$ cat src/rtl/uart_tx_scheduler.sv
// Round-robin arbiter for two byte requesters feeding one 8N1/8N2 UART
// transmitter paced by an external baud tick.
module uart_tx_scheduler #(
    parameter int DATA_BITS = 8,
    parameter int STOP_BITS = 1
) (
    input  logic       clk_50m,
    input  logic       reset,
    input  logic       Txclk_en,
    input  logic [1:0] req_valid,
    input  logic [7:0] req_data0,
    input  logic [7:0] req_data1,
    output logic [1:0] req_ready,
    output logic       tx,
    output logic       busy,
    output logic       grant_id
);

    typedef enum logic [1:0] {
        IDLE,
        START,
        DATA,
        STOP
    } state_t;

    localparam logic [3:0] LAST_DATA = 4'(DATA_BITS - 1);
    localparam logic [3:0] LAST_STOP = 4'(STOP_BITS - 1);

    state_t     state;
    logic [7:0] shift;
    logic [3:0] bit_cnt;
    logic       last;
    logic [1:0] pick;
    logic [1:0] take;

    // With both requesters valid, the one not granted last time wins.
    always_comb begin
        pick = 2'b00;
        if (req_valid == 2'b11) begin
            pick = last ? 2'b01 : 2'b10;
        end else if (req_valid[0]) begin
            pick = 2'b01;
        end else if (req_valid[1]) begin
            pick = 2'b10;
        end
    end

    assign take = req_valid & req_ready;

    always_ff @(posedge clk_50m or posedge reset) begin
        if (reset) begin
            state     <= IDLE;
            shift     <= '0;
            bit_cnt   <= '0;
            last      <= 1'b1;
            req_ready <= 2'b00;
            tx        <= 1'b1;
            busy      <= 1'b0;
            grant_id  <= 1'b0;
        end else begin
            req_ready <= 2'b00;
            unique case (state)
                IDLE: begin
                    // Ready is offered for one cycle; a withdrawn request
                    // simply falls back to arbitration.
                    if (take != 2'b00) begin
                        shift    <= take[1] ? req_data1 : req_data0;
                        grant_id <= take[1];
                        last     <= take[1];
                        busy     <= 1'b1;
                        state    <= START;
                    end else if (req_ready == 2'b00) begin
                        req_ready <= pick;
                    end
                end
                START: begin
                    if (Txclk_en) begin
                        tx      <= 1'b0;
                        bit_cnt <= '0;
                        state   <= DATA;
                    end
                end
                DATA: begin
                    if (Txclk_en) begin
                        tx    <= shift[0];
                        shift <= {1'b0, shift[7:1]};
                        if (bit_cnt == LAST_DATA) begin
                            bit_cnt <= '0;
                            state   <= STOP;
                        end else begin
                            bit_cnt <= bit_cnt + 4'd1;
                        end
                    end
                end
                STOP: begin
                    if (Txclk_en) begin
                        tx <= 1'b1;
                        if (bit_cnt == LAST_STOP) begin
                            bit_cnt <= '0;
                            busy    <= 1'b0;
                            state   <= IDLE;
                        end else begin
                            bit_cnt <= bit_cnt + 4'd1;
                        end
                    end
                end
            endcase
        end
    end

endmodule

$ cat config.mk
export PLATFORM = sky130hd
export DESIGN_NAME = uart_tx_scheduler
export DESIGN_NICKNAME = d
export VERILOG_FILES = /design/src/rtl/uart_tx_scheduler.sv
export SDC_FILE = /design/constraint.sdc
export NUM_CORES = 1
export LEC_CHECK = 0
export ABC_AREA = 0
export CORE_UTILIZATION = 48
export DETAILED_ROUTE_END_ITERATION = 6
export DONT_BUFFER_PORTS = 1
export HOLD_SLACK_MARGIN = 0.1
export PLACE_DENSITY = 0.64
export SETUP_SLACK_MARGIN = 0.02
export SLEW_MARGIN = 20
export SYNTH_ARGS = -nofsm -noshare
export SYNTH_HDL_FRONTEND = slang
export SYNTH_SLANG_ARGS = --single-unit
$ cat constraint.sdc
create_clock -name clk_50m -period 4.7 [get_ports clk_50m]
set_input_delay 0.705 -clock clk_50m [delete_from_list [all_inputs] [get_ports clk_50m]]
set_output_delay 0.705 -clock clk_50m [all_outputs]
set_load 0.02 [all_outputs]
# --- Word-level counts from Yosys, hierarchy flattened ---
# Index checks and enable logic that the tools add are counted.
totals:
  register_bits: 20
  latch_bits: 0
  ramBits: 0
  mem_bits_ro: 0
  input_bits: 21
  out_inout_bits: 5
  n_memories: 0
classes:
  n_addsub: 1
  n_mul: 0
  div_mod_pow: 0
  n_lt_le_gt_ge: 0
  n_eq_ne: 11
  shift: 0
  n_mux: 32
  bitwise: 1
  n_reduce_logical: 12
ops:
  columns: ["cell", "n"]
  rows:
  - ["2-bit two-way mux", 13]
  - ["8-bit two-way mux", 3]
  - ["4-bit two-way mux", 5]
  - ["8-bit case mux with 2 select lines", 1]
  - ["2-bit inequality test, second input constant", 6]
  - ["4-bit case mux with 3 select lines", 1]
  - ["2-bit case mux with 4 select lines", 1]
  - ["4-bit AND reduction", 2]
  - ["2-bit == test, second input constant", 3]
  - ["1-bit two-way mux", 6]
  - ["6-bit AND reduction", 1]
  - ["2-bit nonzero test", 3]
  - ["4-bit by 1-bit adder with 4-bit output, second input constant", 1]
  - ["4-bit by 3-bit == test with 1-bit output, second input constant", 1]
  - ["2-bit logical NOT", 2]
  - ["4-bit logical NOT", 1]
  - ["1-bit case mux with 3 select lines", 1]
  - ["3-bit AND reduction", 1]
  - ["3-bit nonzero test", 1]
  - ["2-bit AND", 1]
  - ["2-bit by 1-bit == test with 1-bit output, second input constant", 1]
  - ["1-bit case mux with 2 select lines", 1]
  - ["2-bit AND reduction", 1]

# --- Longest topological paths before layout ---
logic_depth:
  word_depth: 6
  ltp_mapped: 7
  mapped_depth_nobuf: 6

# --- Worst setup path after synthesis ---
# No wires, ideal clock.
synth_timing:
  path_type: "input -> register"
  start: "in req_valid[1]"
  end: "reg state[1]"
  t_arrival_ns: 1.581
  t_required_ns: 4.572
  path_slack_ns: 2.991
  cell_stages: 4
  cell_sequence: "a22o_2 or2_0 o2111ai_2 mux2_1"
synth_via:
  elab_chain_len: 4
synth_lines:
  columns: ["item", "line_no", "source"]
  rows:
  - ["from (decl)", "10", "input logic [1:0] req_valid,"]
  - ["2-bit AND", "48", "assign take = req_valid & req_ready;"]
  - ["2-bit nonzero test", "66", "if (take != 2'b00) begin"]
  - ["2-bit inequality test (no source line)", null, null]
  - ["6-bit AND reduction (no source line)", null, null]
  - ["to (signal assigned)", "52", "state <= IDLE;"]
  - ["to (signal assigned)", "71", "state <= START;"]
  - ["to (signal assigned)", "80", "state <= DATA;"]
  - ["to (decl)", "29", "state_t state;"]
# No other way between the ends.
# A chain may end at the register's enable or synchronous reset.

# --- Worst setup path in the final report ---
layout_timing:
  start: "reg state[0]"
  end: "reg shift[2]"
layout_via:
  elab_chain_len: 3
layout_lines:
  columns: ["item", "line_no", "source"]
  rows:
  - ["2-bit == test or 2-bit logical NOT (tied branches)", "62", "unique case (state)"]
  - ["2-bit inequality test (no source line) or 2-bit nonzero test (tied branches)", null, null]
  - ["3-bit AND reduction (no source line)", null, null]
  - ["to (signal assigned)", "67", "shift <= take[1] ? req_data1 : req_data0;"]
  - ["to (signal assigned)", "86", "shift <= {1'b0, shift[7:1]};"]
  - ["to (decl)", "30", "logic [7:0] shift;"]
# Parallel ways exist; a longest one is shown, timed or not.

==> key figures <==
Status
  – Status: completed

Timing
  – Hold slack final: between 400 and 500 ps
  – Minimum clock period: 2200 ps
  – Max Transition Viols Final: 0
  – Achievable frequency: ~0.46 GHz
  – Actual slew at the worst max-slew pin: ~750 ps
  – Final Cycle Share: 0.467
  – Setup violations, final: 0
  – Unrepaired setup endpoints after global routing: false
  – Post-Route Skew: between 7 and 8 ps
  – Post-route setup TNS: 0 ps
  – Final Hold Vio Count: 0
  – Relative slew slack: 0.502

Finish
  – Final nets: approximately 150
  – Share of cells above drive strength 1: 0.195
  – Multi-input gate area in the final layout: around 640 sq um
  – Reg area: slightly above 500 sq um
  – N_diodes: 0
  – Fillcell total: 215
  – Area grow syn2layout: 5.16%

Setup path
  – CP bufs+invs: 1
  – Critical path class: reg -> reg
  – Crit-path leading delay family: multiplexers
  – CP Max Fanout: 23
  – Critical path, cell by cell: inv_1 > ha_1 > mux2_2 > o21ai_4 > mux2_4
  – Worst Path Arrival: approximately 2400 ps
  – Slowest-stage cell, CP: ha_1
  – Crit path capture type: flop
  – CP required: 4890 ps
  – Startpoint class of the critical path: flop
  – Largest stage delay, worst path: a little over 600 ps

Clock network
  – CTS sink count: 20
  – Skew-Pair Late Insertion Delay: around 300 ps
  – TritonCTS clock tree: done
  – Number of H-tree levels: 1
  – Post-CTS Repair Setup Buffers: 0
  – CTS Buffer Depth: 2
  – CTS resizes: 0
  – Clock-pin transition on the worst setup and hold timing paths: about 120 ps
  – CTS buffer count: 3
  – Cts hold-fix bufs: 0
  – Root Buffer Master: clkbuf_4

Yosys
  – Predominant post-synthesis flop cell: dfrtp_1
  – Post-synthesis register bit count: 20
  – Asr flop ratio synth: 1.00
  – Syn_area_per_cell: around 10 sq um
  – Top-count cell post-synth: dfrtp_1
  – Synth Cell Area: between 1000 and 1500 sq um
  – Synth warnings: 0
  – EDFF count, synth: 0
  – Yosys top cell area share: 0.379
  – Cells after Synth: ~120
  – Syn Nets: between 100 and 150
  – Sequential element share of the synthesized area: 0.423
  – Commonest cells in the netlist: 18 x dfrtp_1, 16 x nand2_1, 14 x o21ai_0
  – Ranking of synthesized cells by area: dfrtp_1 38%, mux2_4 8.8%, mux2i_1 6.7%
  – Synth cell types: 33
  – Leading area contributor after synthesis: dfrtp_1

Global route
  – First-pass GRT wire length: between 3000 and 4000 um
  – Initial antenna violation count: 0
  – Number of global-route vias before repair: 800
  – Gr ovfl total: 0
  – Largest net degree at the start of global routing: 24
  – GRT Overall Usage: 0.180

Place
  – GP Congestion: 0.734
  – Port-buffer cells: 0
  – HPWL after DPL: ~1600 um

Die
  – Rows: 17
  – Starting Density: 0.522
  – Die area: 2680 sq um
  – Horiz. Die Dim: approximately 52 um
  – Die height: between 50 and 60 um
  – Core area: around 2300 sq um
  – Top Ports: 26

Drt
  – Drt wl/cell: around 14 um
  – Initial DRC Count: 5
  – Via count: just over 800
  – Vias per cell: between 5 and 6
  – Number of detailed-route iterations in the first pass: 2
  – Final WL: 2090 um
  – Post-DRT Antenna Nets: 0
  – Drc violations: 0

Pwr
  – Peak VDD IR: around 0.28 mV
  – Leakage: just over 0.0006 uW
  – P per Cell Area: 653 nW/um^2

Hold path
  – Worst Hold Class: in -> async

Job
  – Max-cap viol count: 0
[cells by family (layout without fill, tap and decap cells)]
group / after synthesis / after routing / share of synthesized area
AO/OA/AOI/OAI: 31 / 31 / 0.177
flip-flops: 20 / 20 / 0.423
AND/OR/NAND/NOR: 30 / 30 / 0.122
multiplexers: 17 / 17 / 0.175
adder cells (fa/ha/maj): 6 / 6 / 0.0632
buffers and inverters: 12 / 14 / 0.0400
[per-stage QoR]
stage / instance area [sq um] / power, uW / worst slack [ps] / std cells / utilization
floorplan: 1190 / 652 / 2990 / 116 / -
global placement: 1210 / 703 / 2580 / 142 / 0.533
detailed placement: 1210 / 725 / 2490 / 142 / 0.533
CTS: 1250 / 827 / 2470 / 146 / 0.549
global route: 1250 / 885 / 2370 / 146 / 0.549
finish: 1250 / 816 / 2500 / 146 / 0.549
[layout make-up]
| type | instances | share of cell area |
|---|---|---|
| well taps | 28 | 0.0280 |
| multi-input cells | 84 | 0.511 |
| flip-flops and latches | 20 | 0.402 |
| clock buffers | 4 | 0.0290 |
| inverters | 10 | 0.0300 |
[cells in the final DEF (no fill, tap or decap), types with 2 or more instances in the layout]
| cell | synthesis | routed |
|---|---|---|
| mux2_4 | 7 | 7 |
| dfrtp_1 | 18 | 18 |
| nor3b_1 | 2 | 2 |
| clkbuf_4 | 0 | 3 |
| nor2_1 | 2 | 2 |
| mux2i_1 | 8 | 8 |
| nand2_1 | 16 | 16 |
| a2111oi_0 | 2 | 2 |
| nor2b_1 | 2 | 2 |
| o21ai_0 | 14 | 14 |
| inv_1 | 9 | 9 |
| dfstp_2 | 2 | 2 |
| o31ai_1 | 2 | 2 |
| a21oi_1 | 3 | 3 |
| o21ai_1 | 3 | 3 |
| nand3_1 | 2 | 2 |
| ha_1 | 6 | 6 |
[where the power goes]
group / internal, uW / switching, uW
Clock: 47.3 / 53.0
Sequential: 245 / 65.5
Combinational: 194 / 211
[flip-flops by register name, indices dropped and copies added, names as in the netlist]
signal     count
req_ready      2
busy           1
grant_id       1
shift          8
last           1
state          2
bit_cnt        4
tx             1
[routing by layer]
layer  vias up  wire, um  track usage
met1       390       994        0.250
li1        416         -            -
met2        22       957        0.277
met3         2       112       0.0322
met5         -         0            0
met4         0        23       0.0676
[path summary, 6_finish.rpt]
| kind | slack (ps) | depth (start not counted) | endpoint | start |
|---|---|---|---|---|
| min in group clk_50m | 500 | 2 | shift[7]$_DFFE_PP0P_ | shift[7]$_DFFE_PP0P_ |
| max in group asynchronous | 3830 | 1 | shift[3]$_DFFE_PP0P_ | reset |
| worst min-delay path | 410 | 1 | bit_cnt[1]$_DFFE_PP0P_ | reset |
| worst min register to register | 500 | 2 | shift[7]$_DFFE_PP0P_ | shift[7]$_DFFE_PP0P_ |
| worst max register to register | 2500 | 5 | shift[2]$_DFFE_PP0P_ | state[0]$_DFFE_PP0P_ |
| worst max-delay path | 2500 | 5 | shift[2]$_DFFE_PP0P_ | state[0]$_DFFE_PP0P_ |
No activity file was read; power rests on OpenSTA's default activity.
